## config.mk

```make
export PLATFORM = sky130hd
export DESIGN_NAME = bus_arbiter
export DESIGN_NICKNAME = d
export VERILOG_FILES = /design/src/rtl/bus_arbiter_pkg.sv /design/src/rtl/bus_arbiter_rr_pick.sv /design/src/rtl/bus_arbiter.sv
export SDC_FILE = /design/constraint.sdc
export NUM_CORES = 1
export LEC_CHECK = 0
export ABC_AREA = 0
export CORE_MARGIN = 10
export CORE_UTILIZATION = 39
export CTS_CLUSTER_DIAMETER = 60
export DETAILED_ROUTE_END_ITERATION = 10
export HOLD_SLACK_MARGIN = 0.15
export PLACE_DENSITY_LB_ADDON = 0.05
export REMOVE_ABC_BUFFERS = 1
export SYNTH_ARGS = -nofsm -noshare
export SYNTH_HDL_FRONTEND = slang
export SYNTH_SLANG_ARGS = --single-unit
```

## constraint.sdc

```tcl
create_clock -name CLK -period 3.7 [get_ports CLK]
set_clock_uncertainty 0.1 [all_clocks]
set_input_delay 0.74 -clock CLK [delete_from_list [all_inputs] [get_ports CLK]]
set_output_delay 0.74 -clock CLK [all_outputs]
set_load 0.005 [all_outputs]
```

## src/rtl/bus_arbiter_pkg.sv

```systemverilog
// bus_arbiter_pkg: shared sizes and FSM state type for the 8-way bus arbiter.
//   NREQ  - number of requesters sharing the data bus
//   SEL_W - width of the mux select / owner index
//   BC_W  - width of the per-grant beat counter
package bus_arbiter_pkg;

  localparam int unsigned NREQ  = 8;
  localparam int unsigned SEL_W = 3;
  localparam int unsigned BC_W  = 8;

  typedef enum logic [1:0] {
    ST_IDLE  = 2'd0,
    ST_GRANT = 2'd1,
    ST_TURN  = 2'd2
  } state_t;

endpackage

```

## src/rtl/bus_arbiter_rr_pick.sv

```systemverilog
// bus_arbiter_rr_pick: combinational round-robin winner selection.
//   REQ   [NREQ-1:0]  request vector
//   PTR   [SEL_W-1:0] highest-priority index for this round
//   VALID             at least one request present
//   IDX   [SEL_W-1:0] first requesting index scanning PTR, PTR+1, ... mod NREQ
module bus_arbiter_rr_pick
  import bus_arbiter_pkg::*;
(
  input  logic [NREQ-1:0]  REQ,
  input  logic [SEL_W-1:0] PTR,
  output logic             VALID,
  output logic [SEL_W-1:0] IDX
);

  logic [2*NREQ-1:0] dbl;
  logic [NREQ-1:0]   rot;
  logic [SEL_W-1:0]  off;

  // Rotate so PTR lands at bit 0, find the lowest set bit, then rotate the
  // offset back; the SEL_W-bit add wraps mod NREQ.
  always_comb begin
    dbl   = {REQ, REQ};
    rot   = dbl[PTR +: NREQ];
    off   = '0;
    for (int unsigned k = NREQ; k > 0; k--) begin
      if (rot[k-1]) off = SEL_W'(k - 1);
    end
    VALID = |rot;
    IDX   = PTR + off;
  end

endmodule

```

## src/rtl/bus_arbiter.sv

```systemverilog
// bus_arbiter: round-robin owner selection for the shared 32-bit data bus.
// Grants one requester at a time, holds the grant across a multi-beat
// transfer, and inserts one dead turnaround cycle between owners.
//   CLK      clock, all state on rising edge
//   RST      synchronous active-high reset
//   REQ      [7:0] per-requester bus request, held for the whole transfer
//   LAST     current owner's final beat (sampled only while granted)
//   GNT      [7:0] one-hot grant, zero when no owner
//   SEL      [2:0] current / most recent owner, drives the bus mux select
//   BUSY     grant active (== |GNT)
//   TIMEOUT  one-cycle pulse when a grant ends purely on the beat limit
// MAX_BEATS (1..255) bounds the number of GRANT cycles per owner.
module bus_arbiter
  import bus_arbiter_pkg::*;
#(
  parameter int unsigned MAX_BEATS = 16
)
(
  input  logic             CLK,
  input  logic             RST,
  input  logic [NREQ-1:0]  REQ,
  input  logic             LAST,
  output logic [NREQ-1:0]  GNT,
  output logic [SEL_W-1:0] SEL,
  output logic             BUSY,
  output logic             TIMEOUT
);

  localparam logic [BC_W-1:0] BC_LIMIT = BC_W'(MAX_BEATS - 1);

  state_t           state;
  logic [SEL_W-1:0] ptr;
  logic [BC_W-1:0]  bc;

  logic             pick_valid;
  logic [SEL_W-1:0] pick_idx;
  logic             limit_hit;
  logic             req_drop;
  logic             grant_end;

  bus_arbiter_rr_pick u_rr_pick (
    .REQ   (REQ),
    .PTR   (ptr),
    .VALID (pick_valid),
    .IDX   (pick_idx)
  );

  always_comb begin
    limit_hit = (bc == BC_LIMIT);
    req_drop  = !REQ[SEL];
    grant_end = LAST || req_drop || limit_hit;
  end

  always_ff @(posedge CLK) begin
    if (RST) begin
      state   <= ST_IDLE;
      GNT     <= '0;
      SEL     <= '0;
      BUSY    <= 1'b0;
      TIMEOUT <= 1'b0;
      ptr     <= '0;
      bc      <= '0;
    end else begin
      TIMEOUT <= 1'b0;
      case (state)
        ST_IDLE, ST_TURN: begin
          if (pick_valid) begin
            state <= ST_GRANT;
            GNT   <= NREQ'(1) << pick_idx;
            SEL   <= pick_idx;
            BUSY  <= 1'b1;
            bc    <= '0;
          end else begin
            state <= ST_IDLE;
          end
        end
        ST_GRANT: begin
          if (grant_end) begin
            // SEL is left on the old owner so the mux output stays stable
            // through the turnaround cycle.
            state   <= ST_TURN;
            GNT     <= '0;
            BUSY    <= 1'b0;
            ptr     <= SEL + SEL_W'(1);
            TIMEOUT <= limit_hit && !LAST && !req_drop;
          end else begin
            bc <= bc + BC_W'(1);
          end
        end
        default: begin
          state <= ST_IDLE;
          GNT   <= '0;
          BUSY  <= 1'b0;
        end
      endcase
    end
  end

endmodule

```

==> flow_summary.json <==
{
  "first_iter_violations": 63,
  "synth.area.top_cells": "dfxtp_1 28%, mux4_2 12%, nor2_1 5.6%",
  "rsz0062_at_grt": "no",
  "cp_max_fo": 3,
  "pre_cts_ws_ns": -0.262,
  "syn_inst": 212,
  "grt_max_degree": 34,
  "crit_path_start_kind": "input pin",
  "cts-root-buf": "clkbuf_8",
  "overflow": 0,
  "diodes": 0,
  "seq_area_frac_synth_pct": 27.7,
  "async_reset_ff_share_pct": 0,
  "synth_flop_cell": "dfxtp_1",
  "slew_violations": 0,
  "final_antenna_net_count": 0,
  "clk_latency_ns": 0.26,
  "cts_buffers": 3,
  "ys_types": 44,
  "gp_congestion": 0.811,
  "cts.sinks": 26,
  "critPathMaxStageDelay_ns": 0.53,
  "arrival_ns": 3.54,
  "power_uw": 858,
  "dieArea_um2": 8000,
  "io_pins": 24,
  "initial_core_util_pct": 40.1,
  "postCtsHoldBufs": 0,
  "syn_avg_cell_area_um2": 8.88,
  "num_vias": 1787,
  "antenna_found_initial": 0,
  "routedWlPerCell_um": 16.4,
  "fmax_mhz": 287,
  "via_per_inst": 5.84,
  "synth-seq-cells": 26,
  "end_kind": "flip-flop",
  "nNetsFinal": 269,
  "portBuffers": 23,
  "die_y_um": 89.5,
  "fin_hold_ws_ns": 0.372,
  "nFillCells": 449,
  "wl_mm": 5.02,
  "critPathBufInv": 2,
  "clk_pin_slew_ns": 0.08,
  "cp_top_family": "simple AND/OR/NAND/NOR gates",
  "pwr_density_cell_nw_per_um2": 348,
  "setup_viol": 0,
  "leakagePower_uw": 0.00102,
  "hold_viol_final": 0,
  "yosysWarningCount": 0,
  "tns_ns": 0,
  "min_period_over_period_pct": 94.2,
  "synth_edf_count": 0,
  "cts_tree": "built",
  "vdd_drop_max_mv": 0.192,
  "rows": 25,
  "drive_gt1_share_pct": 25.0,
  "crit_type": "in2reg",
  "netlist.area_leader.share_pct": 27.7,
  "relSlewSlack_pct": 41.1,
  "dieWidth_um": 89.5,
  "synth_area_um2": 1880,
  "cap_violations": 0,
  "coreArea_um2": 4690,
  "cp_slowest_cell": "or4_1",
  "track_usage_pct": 12.6,
  "fin_crit_ns": 3.48,
  "grt_pass1_vias": 1695,
  "path_cells": "dlymetal6s2s_1 > mux4_2 > or4_1 > nand3_1 > o21ai_0 > o21a_1 > ha_1 > inv_1 > fa_1 > and2_1 > nand2_1 > a2bb2o_1",
  "cp.required_ns": 3.76,
  "hold_path.class": "reg2reg",
  "yosysTopAreaCell": "dfxtp_1",
  "dp_hpwl_mm": 3.86,
  "areaGrowthSynthToFinish_pct": 31.0,
  "status": "completed",
  "worst_slack_ns": 0.216,
  "clockBufferDepth": 2,
  "cts.htree.levels": 1,
  "drc_errors": 0,
  "grt_pass1_wl_mm": 8.05,
  "worstMarginPinSlew_ns": 0.876,
  "firstDrtPassIters": 4
}
[worst register-to-register path, stage by stage (launching register included)]
cell and delay [ns]:
dfxtp_2 0.56, mux4_2 0.58, or4_1 0.53, nand3_1 0.12
o21ai_0 0.09, o21a_1 0.18, ha_1 0.17, inv_1 0.06
fa_1 0.44, and2_1 0.19, nand2_1 0.07, a2bb2o_1 0.28
[repair_timing]
| action | in CTS | in global routing |
|---|---|---|
| endpoints found under the setup margin | 0 | 10 |
| gates resized for setup | 0 | 24 |
| setup buffers | 0 | 1 |
[cell usage after synthesis (3+ instances only)]
cell type   n
a2111oi_0   3
a211oi_1    6
a21o_1     10
a21oi_1    13
a31oi_1     5
a32o_1      4
and3_1      4
buf_2       6
clkbuf_1    9
dfxtp_1    26
ha_1        3
inv_1       5
mux2_2      3
mux2i_1    10
mux4_2     10
nand2_1     5
nand4_1     4
nor2_1     28
nor2b_1     5
nor3_1      9
o21ai_0     3
o2bb2ai_1   3
xnor2_1     3
xor2_1      6
[flip-flops by register name, indices dropped and copies added (netlist names)]
name and cells:
TIMEOUT 1, SEL 3, BUSY 1, GNT 8, bc 8, ptr 3
state 2
[where the power goes]
group	total [µW]	internal, µW	switching, µW
Sequential	338	302	35.8
Clock	157	72.8	83.8
Combinational	364	200	164
[path summary, 6_finish.rpt]
| path | startpoint | end | slack (ns) | cells past startpoint |
|---|---|---|---|---|
| min | BUSY | BUSY | 0.37 | 1 |
| max reg2reg | ptr[1] | GNT[5] | 0.24 | 11 |
| max | REQ[3] | GNT[5] | 0.22 | 12 |
| min reg2reg | BUSY | BUSY | 0.37 | 1 |
[per-stage QoR]
stage,utilization (%),instance area [µm²],instances
after global routing,52.5,2460,306
after detailed placement,49.6,2330,302
after floorplan,-,1790,193
after global placement,49.6,2330,302
after CTS,50.5,2370,305
final,52.5,2460,306
[logic make-up (layout without fill, tap and decap cells)]
| group | count (synthesis) | after routing | share of synthesized area [%] |
|---|---|---|---|
| flip-flops | 26 | 26 | 27.7 |
| AO/OA/AOI/OAI | 54 | 54 | 20.5 |
| adder cells (fa/ha/maj) | 4 | 4 | 3.06 |
| XOR/XNOR | 9 | 9 | 4.19 |
| multiplexers | 23 | 23 | 19.1 |
| buffers and inverters | 24 | 64 | 5.98 |
| AND/OR/NAND/NOR | 72 | 72 | 19.5 |
[routing by layer]
metal	vias to the layer above	routed length, µm	track usage, %
met3	10	195	2.19
met4	0	107	5.35
li1	870	-	-
met5	-	0	0
met1	863	2180	14.6
met2	44	2540	22.2
[area by class of cell]
class,instances,area (µm²),area share [%]
Timing Repair Buffer,56,509,20.7
Clock buffer,3,41.3,1.68
Tap cell,54,67.6,2.74
Inverter,5,18.8,0.761
Multi-Input combinational cell,162,1310,53.0
Sequential cell,26,522,21.2
[layout by cell type, fill, tap and decap left out, types with 3 or more instances in the layout]
master           count
a21o_1              10
a31oi_1              5
dfxtp_1             25
mux4_2              10
clkbuf_8             3
a211oi_1             5
ha_1                 3
inv_1                5
dlymetal6s2s_1       8
nand4_1              4
mux2i_1              8
mux2_2               3
and3_1               4
o21ai_0              3
a32o_1               4
nor2_1              28
xnor2_1              3
buf_4               30
nor3_1               8
clkdlybuf4s50_1     15
nand2_1              5
a21oi_1             13
xor2_1               6
nor2b_1              3
buf_6                3
Power figures use the tool's default switching activity.
